$ cat config.mk
export PLATFORM = sky130hd
export DESIGN_NAME = blink_monitor
export DESIGN_NICKNAME = d
export VERILOG_FILES = /design/src/rtl/blink_monitor_pkg.sv /design/src/rtl/blink_sync_edge.sv /design/src/rtl/blink_monitor.sv
export SDC_FILE = /design/constraint.sdc
export NUM_CORES = 1
export LEC_CHECK = 0
export CORE_ASPECT_RATIO = 1.75
export CORE_MARGIN = 2
export CORE_UTILIZATION = 55
export DETAILED_ROUTE_END_ITERATION = 10
export PLACE_DENSITY = 0.88
export SLEW_MARGIN = 10
export SYNTH_ARGS = -nofsm -noshare
export SYNTH_HDL_FRONTEND = slang
export SYNTH_SLANG_ARGS = --single-unit
export TNS_END_PERCENT = 30
$ cat constraint.sdc
create_clock -name CLK -period 4 [get_ports CLK]
set_input_delay 0.6 -clock CLK [delete_from_list [all_inputs] [get_ports CLK]]
set_output_delay 0.6 -clock CLK [all_outputs]
set_load 0.02 [all_outputs]
$ cat src/rtl/blink_monitor_pkg.sv
// rtl/blink_monitor_pkg.sv - shared FSM state type and default parameters for blink_monitor
package blink_monitor_pkg;

  typedef enum logic [1:0] {
    IDLE      = 2'd0,
    MEAS_HIGH = 2'd1,
    MEAS_LOW  = 2'd2
  } state_t;

  localparam int DEF_CNT_W         = 24;
  localparam int DEF_SYNC_STAGES   = 2;
  localparam int DEF_TIMEOUT       = 2**24 - 1;
  localparam int DEF_FILTER_CYCLES = 4;

endpackage

$ cat src/rtl/blink_sync_edge.sv
// rtl/blink_sync_edge.sv - input synchronizer, optional glitch filter, registered level and edge pulses
// Glitch filter enabled by defining BLINK_MONITOR_GLITCH_FILTER_EN.
module blink_sync_edge
  import blink_monitor_pkg::*;
#(
  parameter int SYNC_STAGES   = DEF_SYNC_STAGES,
  parameter int FILTER_CYCLES = DEF_FILTER_CYCLES
) (
  input  logic CLK,
  input  logic RST,
  input  logic led_in,
  output logic level,
  output logic rise,
  output logic fall
);

  if (SYNC_STAGES < 2 || FILTER_CYCLES < 1) begin : g_bad_params
    $error("blink_sync_edge: SYNC_STAGES must be >= 2 and FILTER_CYCLES >= 1");
  end

  logic [SYNC_STAGES-1:0] sync_q;
  logic                   level_q;
  logic                   level_d;

  always_ff @(posedge CLK or posedge RST) begin
    if (RST) sync_q <= '0;
    else     sync_q <= {sync_q[SYNC_STAGES-2:0], led_in};
  end

`ifdef BLINK_MONITOR_GLITCH_FILTER_EN
  localparam int FW = $clog2(FILTER_CYCLES + 1);
  logic [FW-1:0] stable_cnt;

  // Counts consecutive samples disagreeing with the accepted level; any agreeing sample restarts it.
  always_ff @(posedge CLK or posedge RST) begin
    if (RST) begin
      level_q    <= 1'b0;
      stable_cnt <= '0;
    end else if (sync_q[SYNC_STAGES-1] == level_q) begin
      stable_cnt <= '0;
    end else if (stable_cnt == FW'(FILTER_CYCLES - 1)) begin
      level_q    <= sync_q[SYNC_STAGES-1];
      stable_cnt <= '0;
    end else begin
      stable_cnt <= stable_cnt + 1'b1;
    end
  end
`else
  assign level_q = sync_q[SYNC_STAGES-1];
`endif

  always_ff @(posedge CLK or posedge RST) begin
    if (RST) level_d <= 1'b0;
    else     level_d <= level_q;
  end

  assign level = level_q;
  assign rise  = level_q & ~level_d;
  assign fall  = ~level_q & level_d;

endmodule

$ cat src/rtl/blink_monitor.sv
// rtl/blink_monitor.sv - measures high/low durations of a blinking input and streams {high, low} records
// Optional glitch filter in blink_sync_edge selected by BLINK_MONITOR_GLITCH_FILTER_EN.
module blink_monitor
  import blink_monitor_pkg::*;
#(
  parameter int CNT_W         = DEF_CNT_W,
  parameter int SYNC_STAGES   = DEF_SYNC_STAGES,
  parameter int TIMEOUT       = DEF_TIMEOUT,
  parameter int FILTER_CYCLES = DEF_FILTER_CYCLES
) (
  input  logic             CLK,
  input  logic             RST,
  input  logic             led_in,
  output logic             level,
  output logic             meas_valid,
  input  logic             meas_ready,
  output logic [CNT_W-1:0] meas_high,
  output logic [CNT_W-1:0] meas_low,
  output logic             sat,
  output logic             overrun,
  output logic             stuck
);

  if (TIMEOUT < 1 || TIMEOUT > (2**CNT_W) - 1) begin : g_bad_timeout
    $error("blink_monitor: TIMEOUT must lie in 1 .. 2**CNT_W-1");
  end

  localparam logic [CNT_W-1:0] CNT_MAX   = '1;
  localparam logic [CNT_W-1:0] TIMEOUT_V = CNT_W'(TIMEOUT);

  state_t           state;
  logic             rise, fall, edge_seen;
  logic [CNT_W-1:0] cnt;
  logic [CNT_W-1:0] high_hold;
  logic             high_sat;
  logic             cnt_sat;
  logic             emit, blocked, xfer;

  blink_sync_edge #(
    .SYNC_STAGES  (SYNC_STAGES),
    .FILTER_CYCLES(FILTER_CYCLES)
  ) u_sync_edge (
    .CLK   (CLK),
    .RST   (RST),
    .led_in(led_in),
    .level (level),
    .rise  (rise),
    .fall  (fall)
  );

  assign edge_seen = rise | fall;
  assign cnt_sat   = (cnt == CNT_MAX);
  assign emit      = (state == MEAS_LOW) && rise;
  assign blocked   = meas_valid && !meas_ready;
  assign xfer      = meas_valid && meas_ready;

  // During an edge cycle cnt holds the full length of the interval that just ended.
  always_ff @(posedge CLK or posedge RST) begin
    if (RST) begin
      state      <= IDLE;
      cnt        <= '0;
      high_hold  <= '0;
      high_sat   <= 1'b0;
      meas_valid <= 1'b0;
      meas_high  <= '0;
      meas_low   <= '0;
      sat        <= 1'b0;
      overrun    <= 1'b0;
      stuck      <= 1'b0;
    end else begin
      if (edge_seen)     cnt <= CNT_W'(1);
      else if (!cnt_sat) cnt <= cnt + 1'b1;

      if (edge_seen)              stuck <= 1'b0;
      else if (cnt == TIMEOUT_V)  stuck <= 1'b1;

      case (state)
        IDLE:      if (rise) state <= MEAS_HIGH;
        MEAS_HIGH: if (fall) begin
          state     <= MEAS_LOW;
          high_hold <= cnt;
          high_sat  <= cnt_sat;
        end
        MEAS_LOW:  if (rise) state <= MEAS_HIGH;
        default:   state <= IDLE;
      endcase

      if (emit && !blocked) begin
        meas_valid <= 1'b1;
        meas_high  <= high_hold;
        meas_low   <= cnt;
        sat        <= high_sat | cnt_sat;
      end else if (xfer) begin
        meas_valid <= 1'b0;
      end

      if (emit && blocked) overrun <= 1'b1;
      else if (xfer)       overrun <= 1'b0;
    end
  end

endmodule

==> metrics.txt <==
CTS Buf Count 9; vias per cell approximately 5.9; gpl congestion between 0.9 and 1; hold crit path type reg -> reg; final setup TNS 0 ps; cell at the root of the clock tree clkbuf_16; ANT cells 0; total number of vias 2921; Crit path arrival time roughly 2600 ps; CP Launch Type flip-flop; CTS sink count roughly 110; post_cts resized 0; endpoints failing setup 0; DR WL/cell ~18 um; Fill cells about 560; Total Wirelength about 8800 um; # rows between 40 and 50; Int Pwr about 1.8 mW; WP data required around 4200 ps; worst-path fanout max 13; switch share 0.2340; Post-CTS Setup Inserts 0; Placeable Area 7963 um2; Area Overhead vs Synth 21.52%; final cell count without fillers roughly 500; WS Path Type reg -> reg; clk slew on worst S/H paths around 70 ps; die footprint 9017 um2; Initial Utilization 0.5696; initial DRC count 220; IO Port Bufs 56; RSZ-0062 raised after global routing false; Pwr Total 2.389 mW; CTS Buffer Depth 2; Post-synth top flop dfrtp_1; Unique masters post-synth 41; Die Y between 100 and 150 um; number of synthesized register bits between 100 and 150; antenna viol nets, final 0; Util after Layout 0.6922; post-synthesis sequential area ratio 0.5848; final worst-path cycle share 0.5995; leakage power ~2.5 nW; First-pass DRT Iterations 4; P_sw roughly 0.56 mW; Top delay family on crit path simple AND/OR/NAND/NOR gates; clk_lat worst skew 340 ps; Ys Warns 0; Post-route DRC 0; Mapped Area between 4000 and 5000 um2; overflow left after global routing 0; sequential power share 0.494; Max Fclk ~0.42 GHz; asr flop ratio synth 1.000; # IOs between 50 and 60; hold buffers post-CTS 0; largest net degree at the start of global routing 48; endpoint class of the critical path flip-flop; CTS tree built; Critical Path, Cell by Cell ha_1 -> nand2_1 -> nor4_2 -> a211oi_1 -> mux2i_1; Final Cell Area 5512 um2; number of global-route vias before repair about 2.9k; max-cap viol count 0; initial antenna violation count 0; relative slew slack 0.1807; Syn Inst Count between 300 and 400; Global Route Usage Sum 0.2131; Pins Over Slew Limit 0; Post-synth EDFFs 0; detailed placement HPWL around 6000 um; status completed; Power Density about 430 nW/um2; CTS H-tree lvls 3; Critical Path Max Stage Delay between 1000 and 1500 ps; Inst Count DP between 400 and 500; VDD IR max between 300 and 400 uV; Synth Net Count 357; leading cell type in the layout, fill and taps excluded dfrtp_1; fin nets around 400; measured slew at the worst slew-check pin around 1200 ps; Clk pwr share 0.389; crit path buf inv count 0; final hold vios 0; worst clock skew about 4.9 ps; layout cell share with drive strength beyond 1 0.2494; Avg Inst Size Synth around 13 um2; die width about 73 um; commonest non-fill, non-tap cells in the layout 106 x dfrtp_1, 71 x mux2_2, 56 x clkdlybuf4s50_1; power share of the combinational group 0.116; Tmin final between 2000 and 2500 ps; dpl cell area between 5000 and 6000 um2; Critical Path Slowest Stage Cell nor4_2; first-pass GRT wire length 14560 um
==> layer usage <==
metal	global-route usage	up-vias	routed length, um
li1	-	1374	-
met1	0.2662	1488	3538
met2	0.3597	51	4948
met3	0.03964	8	236
met4	0.09028	0	121
met5	0	-	0
==> worst register-to-register path, delay by kind of cell (launching register included) <==
kind | cells | cell delay [ps]
multiplexers | 1 | 180
AO/OA/AOI/OAI | 1 | 230
adder cells (fa/ha/maj) | 1 | 230
flip-flops | 1 | 450
AND/OR/NAND/NOR | 2 | 1180
==> stage by stage <==
step                      hold slack [ps]  setup WS [ps]
after floorplan                     331.2          611.1
after global placement              351.8           1515
after detailed placement            350.3           1430
after CTS                           368.0           1605
after global routing                380.8           1451
final                               367.8           1602
==> cells in the mapped netlist (3+ instances only) <==
master    count  area [um2]
dfrtp_1     106        2653
mux2_2       71       799.5
nand2_1      27       101.4
a21oi_1      18       90.09
mux2i_1      12       120.1
nand2b_1     12       75.07
buf_2         9       45.04
inv_1         8       30.03
clkbuf_1      7       26.28
nand3_1       7       35.03
o21ai_0       6       30.03
and4_1        5       43.79
nor2_1        5       18.77
o21ai_1       5       25.02
or4_1         5       37.54
nand4_1       4       25.02
nor4_1        4       25.02
o31ai_1       4       30.03
ha_1          3       37.54
nor4_2        3       37.54
or3_1         3       18.77
==> power by group through the flow <==
stage / Clock (mW) / Sequential (mW) / Combinational [mW]
3_3_place_gp: 0 / 1.20 / 0.273
6_report: 0.930 / 1.18 / 0.278
5_1_grt: 0.993 / 1.19 / 0.300
2_1_floorplan: 0 / 1.23 / 0.126
4_1_cts: 0.944 / 1.18 / 0.283
3_5_place_dp: 0 / 1.20 / 0.281
==> final cells by class <==
class / instances / area [um2] / share of cell area
Sequential cell: 106 / 2653 / 0.4813
Multi-Input combinational cell: 218 / 1782 / 0.3233
Timing Repair Buffer: 61 / 610.6 / 0.1108
Clock buffer: 10 / 239.0 / 0.04336
Tap cell: 90 / 112.6 / 0.02043
Clock inverter: 5 / 78.83 / 0.01430
Inverter: 9 / 36.28 / 0.006583
==> registers in the layout, indices dropped and copies added (netlist names) <==
name                 flops
u_sync_edge.sync_q       2
high_sat                 1
meas_valid               1
sat                      1
meas_high               24
overrun                  1
stuck                    1
meas_low                24
u_sync_edge.level_d      1
high_hold               24
state                    2
cnt                     24
==> kinds of logic (layout without fill, tap and decap cells) <==
logic type | count (synthesis) | after routing | synth area share
AO/OA/AOI/OAI | 44 | 44 | 0.05931
adder cells (fa/ha/maj) | 3 | 3 | 0.008277
buffers and inverters | 26 | 85 | 0.02483
flip-flops | 106 | 106 | 0.5848
multiplexers | 83 | 83 | 0.2028
AND/OR/NAND/NOR | 88 | 88 | 0.1200
==> final timing paths <==
kind | startpoint | end | slack, ps | cells past startpoint
max | cnt[0]$_DFFE_PP0P_ | cnt[9]$_DFFE_PP0P_ | 1600 | 5
min | u_sync_edge.sync_q[0]$_DFF_PP0_ | u_sync_edge.sync_q[1]$_DFF_PP0_ | 370 | 0
max reg2reg | cnt[0]$_DFFE_PP0P_ | cnt[9]$_DFFE_PP0P_ | 1600 | 5
min reg2reg | u_sync_edge.sync_q[0]$_DFF_PP0_ | u_sync_edge.sync_q[1]$_DFF_PP0_ | 370 | 0
max in group asynchronous | RST | cnt[7]$_DFFE_PP0P_ | 2500 | 3
min in group asynchronous | RST | meas_low[18]$_DFFE_PP0P_ | 670 | 2
Power figures use the tool's default switching activity.
